## config.mk

```make
export PLATFORM = sky130hd
export DESIGN_NAME = gate_truth_table_analyzer
export DESIGN_NICKNAME = d
export VERILOG_FILES = /design/src/rtl/gate_truth_table_analyzer.sv
export SDC_FILE = /design/constraint.sdc
export NUM_CORES = 1
export LEC_CHECK = 0
export CORE_MARGIN = 2
export CORE_UTILIZATION = 59
export CTS_BUF_LIST = sky130_fd_sc_hd__clkbuf_8
export CTS_CLUSTER_DIAMETER = 100
export DETAILED_ROUTE_END_ITERATION = 12
export GPL_TIMING_DRIVEN = 0
export PLACE_DENSITY = 0.85
export SYNTH_ARGS = -nofsm -noshare
export SYNTH_HDL_FRONTEND = slang
export SYNTH_SLANG_ARGS = --single-unit
```

## constraint.sdc

```tcl
create_clock -name clk -period 3.6 [get_ports clk]
set_clock_uncertainty 0.1 [all_clocks]
set_input_delay 0.9 -clock clk [delete_from_list [all_inputs] [get_ports clk]]
set_output_delay 0.9 -clock clk [all_outputs]
set_load 0.02 [all_outputs]
```

## src/rtl/gate_truth_table_analyzer.sv

```systemverilog
// ============================================================================
// Module   : gate_truth_table_analyzer
// Function : Drives all four vectors into a 2-input gate and reports its
//            truth table, gate identity and universality.
// Revision : 1.0 - initial release
// ============================================================================
`default_nettype none

module gate_truth_table_analyzer #(
   parameter int SETTLE_CYCLES = 2
) (
   input  logic       clk,
   input  logic       rst,
   input  logic       start,
   output logic       probe_a,
   output logic       probe_b,
   input  logic       probe_y,
   output logic       busy,
   output logic       done,
   output logic [3:0] truth_table,
   output logic [2:0] gate_code,
   output logic       is_universal
);

   generate
      if (SETTLE_CYCLES < 1) begin : g_bad_settle
         $error("SETTLE_CYCLES must be at least 1");
      end
   endgenerate

   localparam int CNT_W = (SETTLE_CYCLES > 1) ? $clog2(SETTLE_CYCLES) : 1;
   localparam logic [CNT_W-1:0] C_CNT_LAST = CNT_W'(SETTLE_CYCLES - 1);

   localparam logic [1:0] S_IDLE     = 2'd0;
   localparam logic [1:0] S_DRIVE    = 2'd1;
   localparam logic [1:0] S_CLASSIFY = 2'd2;
   localparam logic [1:0] S_DONE     = 2'd3;

   localparam logic [2:0] C_UNKNOWN = 3'd0;
   localparam logic [2:0] C_AND     = 3'd1;
   localparam logic [2:0] C_OR      = 3'd2;
   localparam logic [2:0] C_NAND    = 3'd3;
   localparam logic [2:0] C_NOR     = 3'd4;
   localparam logic [2:0] C_XOR     = 3'd5;
   localparam logic [2:0] C_XNOR    = 3'd6;
   localparam logic [2:0] C_CONST   = 3'd7;

   logic [1:0]       state_q, state_d;
   logic [1:0]       idx_q, idx_d;
   logic [CNT_W-1:0] cnt_q, cnt_d;
   logic [3:0]       shadow_q, shadow_d;
   logic [1:0]       probe_q, probe_d;
   logic             busy_q, busy_d;
   logic             done_q, done_d;
   logic [3:0]       table_q, table_d;
   logic [2:0]       code_q, code_d;
   logic             univ_q, univ_d;
   logic [2:0]       decoded;

   // Bit i of the shadow table holds y sampled with {a,b} = i
   always_comb begin
      decoded = C_UNKNOWN;
      case (shadow_q)
         4'b1000:          decoded = C_AND;
         4'b1110:          decoded = C_OR;
         4'b0111:          decoded = C_NAND;
         4'b0001:          decoded = C_NOR;
         4'b0110:          decoded = C_XOR;
         4'b1001:          decoded = C_XNOR;
         4'b0000, 4'b1111: decoded = C_CONST;
         default:          decoded = C_UNKNOWN;
      endcase
   end

   always_comb begin
      state_d  = state_q;
      idx_d    = idx_q;
      cnt_d    = cnt_q;
      shadow_d = shadow_q;
      probe_d  = probe_q;
      busy_d   = busy_q;
      done_d   = done_q;
      table_d  = table_q;
      code_d   = code_q;
      univ_d   = univ_q;
      case (state_q)
         S_IDLE: begin
            probe_d = 2'b00;
            if (start) begin
               state_d = S_DRIVE;
               idx_d   = 2'd0;
               cnt_d   = '0;
               busy_d  = 1'b1;
            end
         end
         S_DRIVE: begin
            if (cnt_q == C_CNT_LAST) begin
               // Window closes: y has had the full settle time
               shadow_d[idx_q] = probe_y;
               cnt_d           = '0;
               if (idx_q == 2'd3) begin
                  state_d = S_CLASSIFY;
                  probe_d = 2'b00;
               end else begin
                  idx_d   = idx_q + 2'd1;
                  probe_d = idx_q + 2'd1;
               end
            end else begin
               cnt_d = cnt_q + 1'b1;
            end
         end
         S_CLASSIFY: begin
            state_d = S_DONE;
            table_d = shadow_q;
            code_d  = decoded;
            univ_d  = (decoded == C_NAND) || (decoded == C_NOR);
            done_d  = 1'b1;
         end
         S_DONE: begin
            state_d = S_IDLE;
            done_d  = 1'b0;
            busy_d  = 1'b0;
         end
         default: begin
            state_d = S_IDLE;
            probe_d = 2'b00;
            busy_d  = 1'b0;
            done_d  = 1'b0;
         end
      endcase
   end

   always_ff @(posedge clk) begin
      if (rst) begin
         state_q  <= S_IDLE;
         idx_q    <= 2'd0;
         cnt_q    <= '0;
         shadow_q <= 4'd0;
         probe_q  <= 2'b00;
         busy_q   <= 1'b0;
         done_q   <= 1'b0;
         table_q  <= 4'd0;
         code_q   <= 3'd0;
         univ_q   <= 1'b0;
      end else begin
         state_q  <= state_d;
         idx_q    <= idx_d;
         cnt_q    <= cnt_d;
         shadow_q <= shadow_d;
         probe_q  <= probe_d;
         busy_q   <= busy_d;
         done_q   <= done_d;
         table_q  <= table_d;
         code_q   <= code_d;
         univ_q   <= univ_d;
      end
   end

   assign probe_a      = probe_q[1];
   assign probe_b      = probe_q[0];
   assign busy         = busy_q;
   assign done         = done_q;
   assign truth_table  = table_q;
   assign gate_code    = code_q;
   assign is_universal = univ_q;

endmodule

`default_nettype wire

```

Word level (Yosys, flattened, before mapping)
Memory sizes are Yosys's and may differ from the RTL's. A register that Yosys moved wholly into a read port is not among the register bits.
Cells that the tools add are included.
{"block": "classes", "add_sub_neg": 2, "order_cmp": 2, "n_eq_ne": 10, "n_mux": 22, "reduce_logical": 12}
{"operator": "$mux 2", "n": 8}
{"operator": "$mux 4", "n": 2}
{"operator": "$ne 2x2->1 const B", "n": 4}
{"operator": "$pmux 2 s2", "n": 2}
{"operator": "$pmux 2 s4", "n": 1}
{"operator": "$reduce_and 2->1", "n": 4}
{"operator": "$eq 2x2->1 const B", "n": 3}
{"operator": "$pmux 1 s2", "n": 3}
{"operator": "$reduce_bool 2->1", "n": 3}
{"operator": "$bwmux 4", "n": 1}
{"operator": "$mux 1", "n": 4}
{"operator": "$reduce_and 4->1", "n": 1}
{"operator": "$eq 3x2->1 const B", "n": 1}
{"operator": "$eq 3x3->1 const B", "n": 1}
{"operator": "$lt 2x3->1 const B", "n": 1}
{"operator": "$reduce_and 3->1", "n": 1}
{"operator": "$add 2x1->2 const B", "n": 1}
{"operator": "$demux 1 s2", "n": 1}
{"operator": "$eq 2x1->1 const B", "n": 1}
{"operator": "$ge 2x1->1 const B", "n": 1}
{"operator": "$logic_not 2->1", "n": 1}
{"operator": "$add 1x1->1 const B", "n": 1}
{"operator": "$logic_and 1x1->1", "n": 1}
{"operator": "$logic_or 1x1->1", "n": 1}
{"block": "totals", "reg_bits": 21, "romBits": 48, "in_bits": 4, "output_inout_bits": 12, "mem_count": 1}
{"name": "(no name shown)", "depth": 16, "word_bits": 3, "rd": 1, "rd_clocked_by_memory_dff": 1, "write_ports": 0, "line": "63", "text": "case (shadow_q)"}

Depth between registers and ports, before layout
Gate-level depths: netlist of run 1.
{"block": "depth", "word_depth": 7, "ltp_mapped": 8}

Least setup slack after synthesis of run 1
No wires, ideal clock.
{"block": "synth_path", "kind": "input port to flip-flop", "from": "in rst", "to": "reg decoded[0] (netlist name)", "setup_ps": 138, "t_arrival_ps": 1693, "t_required_ps": 3362, "path_slack_ps": 1669, "stages": 5, "path_buffers": 1, "cell_sequence": "buf_2 nand2b_1 mux2i_4 nor3_1 o22ai_1"}
{"block": "synth_via", "elab_chain_cells": 1}
{"item": "start, declared", "line": "13", "text": "input logic rst,"}
{"item": "$mux 4 (no source line)"}
No other way between the ends.
A chain may end at the register's enable or synchronous reset.

Worst setup path in the final report of run 1
{"block": "layout_path", "from": "reg code_q[0] (netlist: gate_code[0])", "to": "out gate_code[0]"}
{"item": "start, declared", "line": "56", "text": "logic [2:0] code_q, code_d;"}
{"item": "start signal, assigned", "line": "154", "text": "code_q <= code_d;"}
{"item": "end, declared", "line": "21", "text": "output logic [2:0] gate_code,"}
No word-level cell between the ends.

==> results of run 1 <==
[logic make-up after synthesis]
kind of cell | after synthesis
AND/OR/NAND/NOR | 45
buffers and inverters | 10
multiplexers | 14
flip-flops | 24
adder cells (fa/ha/maj) | 8
AO/OA/AOI/OAI | 18
[synth_stat cells]
cell / instances
o21ai_0: 1
nand3_2: 3
mux2i_1: 11
and2_1: 1
a32oi_1: 1
inv_1: 4
nand3_1: 3
mux2i_4: 2
nor3_1: 2
nor2_4: 1
nor2_2: 1
mux2i_2: 1
buf_1: 1
o21ai_1: 2
buf_2: 3
o31ai_2: 1
buf_4: 2
ha_1: 8
nor2_1: 23
nand2_1: 6
nand2b_1: 5
a22oi_1: 1
o22ai_1: 1
a21boi_0: 1
dfxtp_1: 24
a211oi_1: 2
a21oi_1: 7
o211ai_1: 1
[power breakdown]
| group | switching (mW) | internal [mW] |
|---|---|---|
| Sequential | 0.0346 | 0.315 |
| Combinational | 0.221 | 0.166 |
| Clock | 0.0865 | 0.149 |
| Total | 0.342 | 0.630 |
[layout make-up]
type,instances,area [sq um],share of cell area
tap,25,31.3,0.0227
clock inverter,1,30.0,0.0218
multi-input combinational,85,603,0.439
buffer,6,33.8,0.0246
inverter,4,15.0,0.0109
sequential,24,480,0.349
clock buffer,3,41.3,0.0300
timing repair buffer,14,140,0.102
[path summary, 6_finish.rpt]
path,start,end,cells past startpoint
setup / recovery,gate_code[0],gate_code[0],1
setup reg to reg,state_q[1],decoded[1],8
hold / removal,is_universal,is_universal,2
hold reg to reg,is_universal,is_universal,2
[metal layers]
layer | global-route usage | vias up
met5 | 0 | -
met4 | 0.0973 | 0
met3 | 0.0340 | 5
met2 | 0.395 | 18
met1 | 0.291 | 435
li1 | - | 438
[cells in the final DEF (no fill, tap or decap), drive strengths merged]
| master | instances |
|---|---|
| a211oi | 2 |
| nor2 | 25 |
| a21boi | 1 |
| dfxtp | 24 |
| nor3 | 2 |
| inv | 4 |
| mux2i | 14 |
| nand2b | 5 |
| a21oi | 7 |
| o211ai | 1 |
| buf | 6 |
| a22oi | 1 |
| nand2 | 6 |
| ha | 8 |
| clkdlybuf4s50 | 14 |
| o22ai | 1 |
| a32oi | 1 |
| nand3 | 6 |
| clkbuf | 3 |
| o31ai | 1 |
| o21ai | 3 |
| and2 | 1 |
| bufinv | 1 |
[registers in the layout, summed over array words and instances (netlist names)]
signal,flops
busy,1
cnt_q,1
decoded,3
done,1
gate_code,3
idx_q,2
is_universal,1
probe_q,2
shadow_q,4
state_q,2
truth_table,4
[stage by stage]
step	setup WS, ns	hold slack [ns]	cell area [sq um]	power, mW
after global routing	1.31	0.406	1380	1.03
after global placement	1.18	0.366	1300	0.714
after CTS	1.37	0.391	1380	0.971
after detailed placement	1.14	0.378	1300	0.735
final	1.37	0.385	1380	0.972
after floorplan	1.67	0.364	1130	0.626
==> impl_summary.log, run 1 <==
INFO  metric outcome = completed
INFO  metric timing_max_transition_violations_final = 0
INFO  metric timing.critical_path.fanout_max = 2
INFO  metric wl_met2 = 1.15 mm
INFO  metric post_cts_buffers = 0
INFO  metric grt_first_pass_wirelength = 3.66 mm
INFO  metric port-buffer-count = 14
INFO  metric cts_num_sinks = 24
INFO  metric cts.reportedPaths.clkPinSlew = 0.08 ns
INFO  metric slowest_stage = clkdlybuf4s50_1
INFO  metric synth_simple_gate_area_share = 0.193
INFO  metric drt_pass1_iterations = 4
INFO  metric design.die.area = 0.00229 sq mm
INFO  metric synth_nets = 131
INFO  metric min_period = 2.23 ns
INFO  metric min-delay-path-class = reg2reg
INFO  metric worstSkewPairLatency = 0.27 ns
INFO  metric synth_seq_area_share = 0.424
INFO  metric placed_cells = 158
INFO  metric floorplan.rows = 15
INFO  metric final.setup.tns = 0 ns
INFO  metric yosysTopAreaCellShare = 0.424
INFO  metric number_of_gates_resized_after_cts = 0
INFO  metric fill_cells = 131
INFO  metric hold_viol_final = 0
INFO  metric initial_antenna_violation_count = 0
INFO  metric gp_routability_congestion = 0.786
INFO  metric drt_drc_violations_left = 0
INFO  metric reg2reg_slack = 1.77 ns
INFO  metric max-cap-violations = 0
INFO  metric topRoutingLayerUsed = met4
INFO  metric yosys_warnings = 0
INFO  metric critical_path_arrival = 1.23 ns
INFO  metric final-instance-count-excl-fill = 162
INFO  metric power.density = 707 mW/mm^2
INFO  metric clock_tree_from_tritoncts = built
INFO  metric setup_viol = 0
INFO  metric detail_route.wirelength.met1 = 992 microns
INFO  metric setup.worst_path.class = reg2out
INFO  metric ys_types = 28
INFO  metric cts_root_buf = clkbuf_8
INFO  metric maxSlewHeadroom = 0.660
INFO  metric post_synth_fa_ha_maj_area_fraction = 0.0884
INFO  metric synth_top_family_by_area = simple AND/OR/NAND/NOR gates
INFO  metric synth.area.mux_share = 0.149
INFO  metric grtUsageTotal = 0.232
INFO  metric synthesis.area = 0.00113 sq mm
INFO  metric drive_gt1_frac = 0.131
INFO  metric antenna_left = 0
INFO  metric tritoncts.num_buffers = 3
INFO  metric synthCells = 119
INFO  metric critical_path.startpoint_type = flip-flop
INFO  metric setup.worst_path.end_class = output pin
INFO  metric floorplan.die.width = 47.8 microns
INFO  metric synth_compound_area_frac = 0.102
INFO  metric detail_route.iter0.violations = 32
INFO  metric antenna_cells_inserted = 0
INFO  metric worst-endpoint-required = 2.60 ns
INFO  metric vias_per_cell = 5.53
INFO  metric fmax = 448 MHz
INFO  metric num-nets-final = 150
INFO  metric critical_path.top_delay_family = buffers and inverters
INFO  metric critical_path.n_buffers_inverters = 1
INFO  metric clock_path_buffers = 2
INFO  metric post-route-util = 0.779
INFO  metric area_growth_syn_to_layout = 21.4%
INFO  metric num_vias = 896
INFO  metric pin_count = 16
INFO  metric final.period_utilization = 0.620
INFO  metric post_synth.cell_area_avg = 9.52 sq um
INFO  metric timing.critical_path.cells = clkdlybuf4s50_1
INFO  metric core_region_area = 0.00176 sq mm
INFO  metric routed_wl = 2.23 mm
INFO  metric leakagePower = 0.520 nW
INFO  metric start_util = 0.642
INFO  metric vias_in_the_first_global_route = 868
INFO  metric rsz0062_at_grt = no
INFO  metric cpPeakStageDelay = 0.62 ns
INFO  metric detailroute.wirelength.met3 = 48 microns
INFO  metric synth_xor_area_frac = 0
INFO  metric place_hpwl = 1.57 mm
INFO  metric peakVddDrop = 0.532 mV
INFO  metric floorplan.die.height = 47.8 microns
INFO  metric routedWlPerCell = 13.8 microns
INFO  metric synth_top_area_cell = dfxtp_1
INFO  metric post_synthesis_sequential_element_count = 24
INFO  metric max_slew.worst_pin.slew = 0.510 ns
INFO  metric post_cts_hold_buffer_count = 0
INFO  metric grt_remaining_overflow = 0
INFO  metric synth_top_cells_by_area = dfxtp_1 (42%), mux2i_1 (9.7%), ha_1 (8.8%)
INFO  metric grt_start_max_net_pins = 15
INFO  metric ctsHtreeMaxLevel = 1
Power figures use the tool's default switching activity.
==> run 2: changes to the inputs <==
- CORE_UTILIZATION: 59 -> 50
- PLACE_DENSITY: 0.85 -> 0.77
- clock period: 3.6 -> 1.9 ns (I/O delays scaled with it)
==> impl_summary.log, run 2 (synthesized netlist as in run 1, its figures left out) <==
INFO  metric outcome = completed
INFO  metric floorplan.die.width = 51.6 microns (+7.9%)
INFO  metric worst-endpoint-required = 1.32 ns (-1.28 ns)
INFO  metric final-instance-count-excl-fill = 165 (+1.9%)
INFO  metric post_cts_buffers = 0 (unchanged)
INFO  metric min-delay-path-class = reg2reg
INFO  metric hold_slack = 0.385 ns (+0.000847 ns)
INFO  metric reg_to_reg_startpoint = state_q[1]
INFO  metric post-route-util = 0.634 (-0.146)
INFO  metric setup.worst_path.end_class = output pin
INFO  metric floorplan.rows = 17 (+2)
INFO  metric max-cap-violations = 0 (unchanged)
INFO  metric worst-r2r-cell-count = 8 (unchanged)
INFO  metric cts_root_buf = clkbuf_8
INFO  metric antenna_left = 0 (unchanged)
INFO  metric critical_path.startpoint_type = flip-flop
INFO  metric power.density = 1250 mW/mm^2 (+77%)
INFO  metric num-nets-final = 150 (unchanged)
INFO  metric design.die.area = 0.00266 sq mm (+16%)
INFO  metric timing.critical_path.fanout_max = 2 (unchanged)
INFO  metric fill_cells = 187 (+43%)
INFO  metric vias_per_cell = 5.04 (-8.8%)
INFO  metric num_vias = 832 (-7.1%)
INFO  metric fmax = 559 MHz
INFO  metric vias_in_the_first_global_route = 794 (-8.5%)
INFO  metric critical_path.top_delay_family = buffers and inverters
INFO  metric final.period_utilization = 0.941
INFO  metric ctsHtreeMaxLevel = 1 (unchanged)
INFO  metric core_region_area = 0.00217 sq mm (+23%)
INFO  metric floorplan.die.height = 51.6 microns (+7.9%)
INFO  metric placed_cell_area = 0.00131 sq mm (+0.29%)
INFO  metric port-buffer-count = 14 (unchanged)
INFO  metric place_hpwl = 1.51 mm (-3.9%)
INFO  metric drt_pass1_iterations = 4 (unchanged)
INFO  metric cts.reportedPaths.clkPinSlew = 0.08 ns (about the same)
INFO  metric detail_route.iter0.violations = 8 (-75%)
INFO  metric grt_start_max_net_pins = 14 (-1)
INFO  metric reg2reg_to = decoded[2]
INFO  metric number_of_gates_resized_after_cts = 0 (unchanged)
INFO  metric antenna_cells_inserted = 0 (unchanged)
INFO  metric max_slew.worst_pin.slew = 0.469 ns (-0.0415 ns)
INFO  metric timing_max_transition_violations_final = 0 (unchanged)
INFO  metric peakVddDrop = 1.05 mV (+97%)
INFO  metric critical_path_arrival = 1.21 ns (-0.02 ns)
INFO  metric slowest_stage = clkdlybuf4s50_1
INFO  metric critical_path.n_buffers_inverters = 1 (unchanged)
INFO  metric routed_wl = 2.03 mm (-9.2%)
INFO  metric final_cell_mix = dfxtp_1 (24), nor2_1 (23), clkdlybuf4s50_1 (14), mux2i_1 (11), ha_1 (8)
INFO  metric cts_num_sinks = 24 (unchanged)
INFO  metric start_util = 0.522 (-0.120)
INFO  metric placed_cells = 161 (+1.9%)
INFO  metric final_common_cell = dfxtp_1
INFO  metric hold_end = busy
INFO  metric post_cts_hold_buffer_count = 0 (unchanged)
INFO  metric hold_path.startpoint = busy
INFO  metric worstHoldPathCells = 2 (unchanged)
INFO  metric initial_antenna_violation_count = 0 (unchanged)
INFO  metric clock_path_buffers = 2 (unchanged)
INFO  metric area_growth_syn_to_layout = 21.4% (unchanged)
INFO  metric grt_first_pass_wirelength = 3.37 mm (-7.9%)
INFO  metric cpPeakStageDelay = 0.60 ns (-0.02 ns)
INFO  metric timing.critical_path.cells = clkdlybuf4s50_1
INFO  metric min_period = 1.79 ns
INFO  metric drive_gt1_frac = 0.139 (+0.00730)
INFO  metric maxSlewHeadroom = 0.687 (+0.0277)
INFO  metric grtUsageTotal = 0.174 (-0.0581)
INFO  metric tritoncts.num_buffers = 3 (unchanged)
INFO  metric pin_count = 16 (unchanged)
INFO  metric hold_viol_final = 0 (unchanged)
INFO  metric grt_remaining_overflow = 0 (unchanged)
INFO  metric clock_tree_from_tritoncts = built
INFO  metric fin_area = 0.00138 sq mm (unchanged)
INFO  metric leakagePower = 0.515 nW (-0.97%)
INFO  metric drt_drc_violations_left = 0 (unchanged)
INFO  metric worstSkewPairLatency = 0.26 ns (about the same)
INFO  metric routedWlPerCell = 12.3 microns (-11%)
INFO  metric setup.worst_path.class = reg2out
INFO  metric reg2reg_slack = 0.15 ns (-1.62 ns)
INFO  metric setup_viol = 0 (unchanged)
INFO  metric gp_routability_congestion = 0.800 (+1.8%)
[run 2: cell count changes in the layout (fill, tap and decap cells not counted)]
cell and change:
a21boi_0 -1, a21boi_1 +1, a21oi_1 -1, a21oi_2 +1, bufinv_16 -1, clkbuf_8 +1
mux2i_2 -1, mux2i_4 +1
[run 2: final cells by class]
class | instances | area [sq um] | area share
multi-input cells | 85 | 616 | 0.448
flip-flops and latches | 24 | 480 | 0.349
repair buffers | 14 | 140 | 0.102
clock buffers | 4 | 55.1 | 0.0400
well taps | 28 | 35.0 | 0.0255
plain buffers | 6 | 33.8 | 0.0246
inverters | 4 | 15.0 | 0.0109
[run 2: layer usage]
| metal | routed length, microns | GRT usage |
|---|---|---|
| met5 | 0 | 0 |
| met3 | 71 | 0.0374 |
| met4 | 32 | 0.0789 |
| met1 | 897 | 0.205 |
| met2 | 1030 | 0.299 |
[run 2: worst max path at each step]
| stage | startpoint | to | slack (ns) | cells after the start |
|---|---|---|---|---|
| floorplan | state_q[1] | decoded[1] | 0.30 | 8 |
| global placement | start | state_q[1] | -0.11 | 5 |
| detailed placement | start | state_q[1] | -0.14 | 5 |
| CTS | state_q[0] | state_q[1] | 0.09 | 6 |
| global route | state_q[1] | decoded[1] | -0.003 | 8 |
| finish | probe_q[0] | probe_b | 0.11 | 1 |
[run 2: worst register-to-register path, delay by kind of cell, from the launching register on]
| kind | cells | cell delay, ns |
|---|---|---|
| buffers and inverters | 2 | 0.28 |
| and+or+nand+nor | 3 | 0.38 |
| adders and majority gates | 1 | 0.21 |
| AOI/OAI and AO/OA | 1 | 0.15 |
| muxes | 1 | 0.22 |
| DFF | 1 | 0.34 |
[run 2: power breakdown]
group	leakage [nW]	internal (mW)	switching [mW]
combinational	0.291	0.320	0.407
clock	0.0288	0.185	0.150
sequential	0.195	0.596	0.0666
total	0.515	1.10	0.623
[run 2: metrics by stage]
stage           TNS, ns  total power [mW]  setup WS [ns]
2_1_floorplan         0              1.19          0.305
3_3_place_gp     -0.309              1.36         -0.107
3_5_place_dp     -0.516              1.39         -0.143
4_1_cts               0              1.73         0.0944
5_1_grt        -0.00348              1.84       -0.00348
6_report              0              1.72          0.111
